File: config.mk
export PLATFORM = sky130hd
export DESIGN_NAME = jk_reg_bank_flat
export DESIGN_NICKNAME = d
export VERILOG_FILES = /design/src/rtl/jk_reg_bank_if.sv /design/src/rtl/jk_reg_bank.sv /design/src/flat_wrapper.sv
export SDC_FILE = /design/constraint.sdc
export NUM_CORES = 1
export LEC_CHECK = 0
export BUFFER_PORTS_ARGS = -buffer_cell sky130_fd_sc_hd__buf_4
export CORE_MARGIN = 2
export CORE_UTILIZATION = 45
export DETAILED_ROUTE_END_ITERATION = 7
export PLACE_DENSITY = 0.75
export REMOVE_ABC_BUFFERS = 1
export SLEW_MARGIN = 20
export SYNTH_ARGS = -nofsm -noshare
export SYNTH_HDL_FRONTEND = slang
export SYNTH_SLANG_ARGS = --single-unit
File: constraint.sdc
create_clock -name clk -period 4.2 [get_ports clk]
set_clock_uncertainty 0.1 [all_clocks]
set_input_delay 0.63 -clock clk [delete_from_list [all_inputs] [get_ports clk]]
set_output_delay 0.63 -clock clk [all_outputs]
set_load 0.005 [all_outputs]
File: src/rtl/jk_reg_bank_if.sv
// jk_reg_bank_if: bus bundle for the JK register bank.
// The master drives write/clear/read requests and the slave (the bank) returns
// read data and sweep status.
// Optional macro JK_REG_BANK_PARITY_EN adds the rd_parity return signal.
interface jk_reg_bank_if #(
    parameter int WIDTH  = 8,
    parameter int ADDR_W = 2
);
    logic              we;
    logic [ADDR_W-1:0] addr;
    logic [WIDTH-1:0]  j;
    logic [WIDTH-1:0]  k;
    logic              clr_word;
    logic              clr_all;
    logic [ADDR_W-1:0] rd_addr;
    logic [WIDTH-1:0]  rd_data;
    logic              busy;
`ifdef JK_REG_BANK_PARITY_EN
    logic              rd_parity;

    modport master (
        output we, addr, j, k, clr_word, clr_all, rd_addr,
        input  rd_data, busy, rd_parity
    );
    modport slave (
        input  we, addr, j, k, clr_word, clr_all, rd_addr,
        output rd_data, busy, rd_parity
    );
`else
    modport master (
        output we, addr, j, k, clr_word, clr_all, rd_addr,
        input  rd_data, busy
    );
    modport slave (
        input  we, addr, j, k, clr_word, clr_all, rd_addr,
        output rd_data, busy
    );
`endif
endinterface

File: src/rtl/jk_reg_bank.sv
// jk_reg_bank: DEPTH words of WIDTH JK flip-flops.
// Features:
//   - Per-word JK writes.
//   - Single-word clear.
//   - Bank-wide clear sweep, one word per cycle.
//   - Registered read with read-old semantics.
// preset is asynchronous and drives every word and rd_data to all-ones.
// Optional macro JK_REG_BANK_PARITY_EN adds a registered rd_parity output.
module jk_reg_bank #(
    parameter int WIDTH  = 8,
    parameter int ADDR_W = 2
) (
    input  logic             clk,
    input  logic             preset,
    jk_reg_bank_if.slave     bus
);
    localparam int DEPTH = 2 ** ADDR_W;

    typedef enum logic {
        IDLE  = 1'b0,
        SWEEP = 1'b1
    } state_t;

    state_t                       r_state;
    logic [ADDR_W-1:0]            r_ptr;
    logic                         r_busy;
    logic [WIDTH-1:0]             r_mem [DEPTH];
    logic [WIDTH-1:0]             r_rd_data;
    logic                         w_wr_en;
    logic [DEPTH-1:0][WIDTH-1:0]  w_word_next;

    // Host writes and clears are only accepted while no sweep is running.
    assign w_wr_en = bus.we && (r_state == IDLE);

    // Next value of each word: the sweep clear wins, then clr_word, then JK.
    for (genvar gi = 0; gi < DEPTH; gi++) begin : g_word
        localparam logic [ADDR_W-1:0] LP_IDX = ADDR_W'(gi);
        logic [WIDTH-1:0] w_jk;

        // JK characteristic equation: q' = j&~q | ~k&q.
        assign w_jk = (bus.j & ~r_mem[gi]) | (~bus.k & r_mem[gi]);

        assign w_word_next[gi] =
            ((r_state == SWEEP) && (r_ptr == LP_IDX)) ? '0 :
            (w_wr_en && (bus.addr == LP_IDX))         ? (bus.clr_word ? '0 : w_jk) :
                                                        r_mem[gi];
    end

    // Sweep controller: IDLE waits for clr_all, SWEEP walks ptr across every word.
    always_ff @(posedge clk or posedge preset) begin
        if (preset) begin
            r_state <= IDLE;
            r_ptr   <= '0;
            r_busy  <= 1'b0;
        end else begin
            case (r_state)
                IDLE: begin
                    if (bus.clr_all) begin
                        r_state <= SWEEP;
                        r_ptr   <= '0;
                        r_busy  <= 1'b1;
                    end
                end
                SWEEP: begin
                    r_ptr <= r_ptr + 1'b1;
                    if (r_ptr == ADDR_W'(DEPTH - 1)) begin
                        r_state <= IDLE;
                        r_busy  <= 1'b0;
                    end
                end
                default: begin
                    r_state <= IDLE;
                    r_busy  <= 1'b0;
                end
            endcase
        end
    end

    // Word storage and registered read; the read samples the pre-update contents.
    always_ff @(posedge clk or posedge preset) begin
        if (preset) begin
            for (int i = 0; i < DEPTH; i++) begin
                r_mem[i] <= '1;
            end
            r_rd_data <= '1;
        end else begin
            r_rd_data <= r_mem[bus.rd_addr];
            for (int i = 0; i < DEPTH; i++) begin
                r_mem[i] <= w_word_next[i];
            end
        end
    end

    assign bus.rd_data = r_rd_data;
    assign bus.busy    = r_busy;

`ifdef JK_REG_BANK_PARITY_EN
    logic r_rd_parity;

    // Parity is taken from the same pre-update word as rd_data so the two stay aligned.
    always_ff @(posedge clk or posedge preset) begin
        if (preset) begin
            r_rd_parity <= (WIDTH % 2 == 1);
        end else begin
            r_rd_parity <= ^r_mem[bus.rd_addr];
        end
    end

    assign bus.rd_parity = r_rd_parity;
`endif

endmodule

File: src/flat_wrapper.sv
// flat-port wrapper written by rule: the top's interface ports become plain ports
module jk_reg_bank_flat 
#(
    parameter int WIDTH  = 8,
    parameter int ADDR_W = 2
)
  (clk, preset, bus_we, bus_addr, bus_j, bus_k, bus_clr_word, bus_clr_all, bus_rd_addr, bus_rd_data, bus_busy);
  jk_reg_bank_if #(.WIDTH(WIDTH), .ADDR_W(ADDR_W)) bus_i ();
  input  logic clk;
  input  logic preset;
  input wire logic [$bits(bus_i.we)-1:0] bus_we;
  input wire logic [$bits(bus_i.addr)-1:0] bus_addr;
  input wire logic [$bits(bus_i.j)-1:0] bus_j;
  input wire logic [$bits(bus_i.k)-1:0] bus_k;
  input wire logic [$bits(bus_i.clr_word)-1:0] bus_clr_word;
  input wire logic [$bits(bus_i.clr_all)-1:0] bus_clr_all;
  input wire logic [$bits(bus_i.rd_addr)-1:0] bus_rd_addr;
  output wire logic [$bits(bus_i.rd_data)-1:0] bus_rd_data;
  output wire logic [$bits(bus_i.busy)-1:0] bus_busy;
  assign bus_i.we = bus_we;
  assign bus_i.addr = bus_addr;
  assign bus_i.j = bus_j;
  assign bus_i.k = bus_k;
  assign bus_i.clr_word = bus_clr_word;
  assign bus_i.clr_all = bus_clr_all;
  assign bus_i.rd_addr = bus_rd_addr;
  assign bus_rd_data = bus_i.rd_data;
  assign bus_busy = bus_i.busy;
  jk_reg_bank #(.WIDTH(WIDTH), .ADDR_W(ADDR_W)) u_core (.clk(clk), .preset(preset), .bus(bus_i));
endmodule
Yosys cells after proc, flatten, opt, wreduce, memory -nomap -nowiden
Index checks and enable logic that the tools add are counted.

Register bits after elaboration: 44.

Add/subtract/negate cells: 1. Magnitude comparators: 1. Eq/ne operators: 8. Multiplexer cells: 23. Bitwise gates (word level): 19. Reduce and logical (&&, ||, !) cells: 16.

Operators by type and width (number): $mux 8 (14); $and 8x8->8 (8); $not 8->8 (5); $or 8x8->8 (4); $bmux 8 s2 (1); $logic_and 1x1->1 (9); $eq 2x2->1 const B (4); $reduce_bool 2->1 (4); $eq 2x1->1 const B (2); $logic_not 2->1 (2); $mux 1 (4); $ne 2x2->1 const B (2); $pmux 1 s2 (2); $pmux 2 s2 (1); $ge 3x3->1 const B (1); $not 2->3 (1); $add 2x1->2 const B (1); $mux 2 (1); $reduce_and 2->1 (1); $not 1->1 (1).

Longest topological paths before layout
Depth after elaboration: 6. Mapped depth: 5. Depth with buffers taken out: 4.

Least setup slack after synthesis
Ideal clock, no wire load.

Path type: input to register. Start: in bus_addr[0]. End: reg u_core.r_mem[1] in the netlist's numbering. Library setup time: 80 ps. Data arrival time: 1587 ps. Required time: 4020 ps. Path slack: 2433 ps. Stages on the path: 5. Path through: clkbuf_2 > and4b_1 > clkbuf_1 > o21ai_0 > a32o_1.

Word-level cells in the longest chain between the ends: 3.

RTL lines: from (decl) (line flat_wrapper.sv:12) `input wire logic [$bits(bus_i.addr)-1:0] bus_addr;`; $eq 2x2->1 (line jk_reg_bank.sv:45) `(w_wr_en && (bus.addr == LP_IDX)) ? (bus.clr_word ? '0 : w_jk) :`; $logic_and 1x1->1 (line jk_reg_bank.sv:45); $reduce_bool 2->1 (no source line); to (signal, indexed assignment) (line jk_reg_bank.sv:89) `r_mem[i] <= w_word_next[i];`; to (decl) (line jk_reg_bank.sv:27) `logic [WIDTH-1:0] r_mem [DEPTH];`.

No other way between the ends. A chain may end at the register's enable or synchronous reset.

Worst setup path in the final report
Start: reg u_core.r_state. End: reg u_core.r_mem[16] in the netlist's numbering.

Word-level cells in the longest chain between the ends: 4. Elaborated cells between the ends (all ways): 6.

RTL lines: from (decl) (line jk_reg_bank.sv:24) `state_t r_state;`; from (signal assigned) (line jk_reg_bank.sv:52) `r_state <= IDLE;`; from (signal assigned) (line jk_reg_bank.sv:59) `r_state <= SWEEP;`; from (signal assigned) (line jk_reg_bank.sv:67) `r_state <= IDLE;`; $not 1->1; $logic_and 1x1->1 (line jk_reg_bank.sv:33) `assign w_wr_en = bus.we && (r_state == IDLE);`; $logic_and 1x1->1 (line jk_reg_bank.sv:45); $reduce_bool 2->1 (no source line).

Several ways; a longest one is shown, not always the timed one.

==> flow_metrics.tcl <==
set metrics [dict create \
    run_status "completed" \
    criticalPathCategory "reg -> reg" \
    rows 26 \
    worstMarginPinSlew_ns 0.5432 \
    post_cts_resized 0 \
    endpoint_kind "register" \
    floorplan.initialDensity_pct 45.78 \
    h_tree_level_count 2 \
    syn_area_sq_um 2308 \
    power_leakage_nw 1.013 \
    detail_route.vias_per_cell 5.762 \
    slew_violations 0 \
    max_cap_violations 0 \
    report.final.setup_viol 0 \
    worstSkewPairLatency_ns 0.30 \
    synthCells 187 \
    wire_length_of_the_first_global_routing_pass_um 8638 \
    drc 0 \
    timing.critical_path.slowest_cell_delay_ns 0.59 \
    drive_gt1_share_pct 45.00 \
    boundaryPins 34 \
    die_footprint_sq_um 5719 \
    die_h_um 75.63 \
    gp_congestion 0.8013 \
    drt_pass1_iterations 5 \
    dp_hpwl_um 3634 \
    grt.total_usage_pct 21.26 \
    sequential_cell_area_sq_um 1151 \
    clk_pin_slew_worst_paths_ns 0.09 \
    postCtsHoldBufs 0 \
    via_count 1671 \
    reg2reg_depth 3 \
    synth_top_cell_by_area "sky130_fd_sc_hd__dfstp_2" \
    wl_per_cell_um 18.69 \
    period_share_pct 47.84 \
    syn-mean-instance-area_sq_um 12.34 \
    fin_crit_ns 2.009 \
    drtAntennaViolNets 0 \
    drt_first_iter_violations 195 \
    multiInputGateArea_sq_um 1094 \
    fin_setup_tns_ns 0 \
    required_ns 4.34 \
    grt_max_degree 33 \
    die_w_um 75.63 \
    power.density_nw_per_um2 447.1 \
    design_power_total_mw 1.203 \
    yosys-top-cells-area "sky130_fd_sc_hd__dfstp_2, sky130_fd_sc_hd__a32o_1, sky130_fd_sc_hd__nor2b_1, sky130_fd_sc_hd__mux4_2, sky130_fd_sc_hd__o21ai_0" \
    hold_violations 0 \
    critical_path.slowest_cell "sky130_fd_sc_hd__or3b_1" \
    clock_sinks 44 \
    first_global_vias 1628 \
    grt_antenna_before_repair 0 \
    cts_setup_buffers 0 \
    synth_top_area_share_pct 45.53 \
    layout.filler_cells 457 \
    clock_path_buffers 2 \
    cts_tree "done" \
    synth.yosys.warnings 0 \
    yosys.cell_types.count 30 \
    startpoint_type "register" \
    worst_slew_margin_relative_to_its_limit_pct 63.63 \
    max_freq_ghz 0.4977 \
    max_fo_critical_path 16 \
    worstPathArrival_ns 2.15 \
    place.port_buffers 33 \
    cts_root_buf "sky130_fd_sc_hd__clkbuf_8" \
    post-route-util_pct 53.37 \
    design.final.nets 248 \
    cts-buffers-inserted 5 \
    grt_setup_unrepaired "false" \
    grt_remaining_overflow 0 \
    diodes 0 \
    ys_seq_area_share_pct 49.86 \
    critical_path_cell_sequence "or3b_1 > nor3b_4 > a32o_1" \
    postSynthRegisterBits 44 \
    final_routed_wirelength_um 5420 \
    worst_hold_path_type "in -> async" \
    area_of_the_placeable_core_sq_um 5042 \
    vdd_ir_drop_max_mv 0.2815 \
    syn2layout_area_growth_pct 16.59 \
]
## per-stage QoR
stage               std cells  setup WS (ns)  hold WS (ns)  instance area (sq um)
floorplan                 178          2.425        0.4156                   2267
global route              290          2.092        0.3132                   2691
detailed placement        282          1.982        0.4604                   2610
CTS                       290          2.188        0.2829                   2691
global placement          282          2.021        0.4400                   2610
finish                    290          2.191        0.2587                   2691
## cell usage after synthesis
cell	instances
sky130_fd_sc_hd__a22o_1	1
sky130_fd_sc_hd__or3b_1	1
sky130_fd_sc_hd__clkbuf_1	3
sky130_fd_sc_hd__o22ai_1	1
sky130_fd_sc_hd__buf_1	2
sky130_fd_sc_hd__nand2_1	11
sky130_fd_sc_hd__nor3_4	1
sky130_fd_sc_hd__buf_4	1
sky130_fd_sc_hd__nor3b_4	2
sky130_fd_sc_hd__a31o_1	1
sky130_fd_sc_hd__and4bb_2	2
sky130_fd_sc_hd__a31o_2	1
sky130_fd_sc_hd__dfstp_2	40
sky130_fd_sc_hd__o21ai_0	24
sky130_fd_sc_hd__ha_1	4
sky130_fd_sc_hd__buf_2	2
sky130_fd_sc_hd__a21oi_1	1
sky130_fd_sc_hd__nor4b_4	1
sky130_fd_sc_hd__clkbuf_2	1
sky130_fd_sc_hd__and4b_1	1
sky130_fd_sc_hd__nor2b_1	30
sky130_fd_sc_hd__a32o_1	30
sky130_fd_sc_hd__nor2_1	2
sky130_fd_sc_hd__inv_1	6
sky130_fd_sc_hd__or2_2	2
sky130_fd_sc_hd__dfrtp_1	4
sky130_fd_sc_hd__nor2_2	1
sky130_fd_sc_hd__mux4_2	8
sky130_fd_sc_hd__mux2_2	1
sky130_fd_sc_hd__a221oi_1	2
## per-layer routing
metal	wire [um]	share of wire (%)	up-vias	GRT usage [%]
met3	258	4.8	4	4.233
met5	0	0	-	0
met4	48	0.89	0	4.678
met1	2368	44	831	29.91
met2	2745	51	51	34.40
li1	-	-	785	-
## area by class of cell
type / instances / area share (%)
clock buffers: 7 / 2.836
clock inverters: 1 / 0.1860
inverters: 6 / 0.8368
multi-input cells: 128 / 40.63
flip-flops and latches: 44 / 42.77
well taps: 70 / 3.254
repair buffers: 34 / 9.484
## placed cells by master, fill, tap and decap left out, types with 2 or more instances in the layout
master,instances
sky130_fd_sc_hd__and4bb_2,2
sky130_fd_sc_hd__ha_1,4
sky130_fd_sc_hd__inv_1,6
sky130_fd_sc_hd__nor3b_4,2
sky130_fd_sc_hd__a221oi_1,2
sky130_fd_sc_hd__or2_2,2
sky130_fd_sc_hd__clkbuf_8,5
sky130_fd_sc_hd__a32o_1,30
sky130_fd_sc_hd__dfrtp_1,4
sky130_fd_sc_hd__nor2_1,2
sky130_fd_sc_hd__nor2b_1,30
sky130_fd_sc_hd__o21ai_0,24
sky130_fd_sc_hd__clkbuf_1,2
sky130_fd_sc_hd__nand2_1,11
sky130_fd_sc_hd__dfstp_2,40
sky130_fd_sc_hd__mux4_2,8
sky130_fd_sc_hd__buf_4,34
## flip-flops by register name, summed over array words and instances, names as in the netlist
register	flops
u_core.bus.rd_data	8
u_core.bus.busy	1
u_core.r_state	1
u_core.r_mem	32
u_core.r_ptr	2
## worst paths after layout
kind	startpoint	endpoint	slack (ns)
worst min-delay path	preset	u_core.bus.busy$_DFFE_PP0P_	0.26
worst min register to register	u_core.bus.busy$_DFFE_PP0P_	u_core.bus.busy$_DFFE_PP0P_	0.47
worst max-delay path	u_core.r_state$_DFF_PP0_	u_core.r_mem[16]$_DFFE_PP1P_	2.19
worst max register to register	u_core.r_state$_DFF_PP0_	u_core.r_mem[16]$_DFFE_PP1P_	2.19
min in group clk	u_core.bus.busy$_DFFE_PP0P_	u_core.bus.busy$_DFFE_PP0P_	0.47
max in group asynchronous	preset	u_core.r_mem[8]$_DFFE_PP1P_	2.91
## critical path, delay by kind of cell (launching register included)
family	cells	cell delay [ns]
simple gates	2	1.08
compound gates	1	0.21
flops	1	0.56
## cell families after synthesis
family | synth area share (%)
fa+ha+maj | 2.168
compound gates | 20.60
buf+inv | 2.764
simple gates | 16.31
flops | 49.86
mux | 8.293
## power breakdown
part	internal (mW)	switching, mW
combinational	0.154	0.166
clock	0.117	0.145
sequential	0.549	0.0718
(Power assumes the default switching activity.)
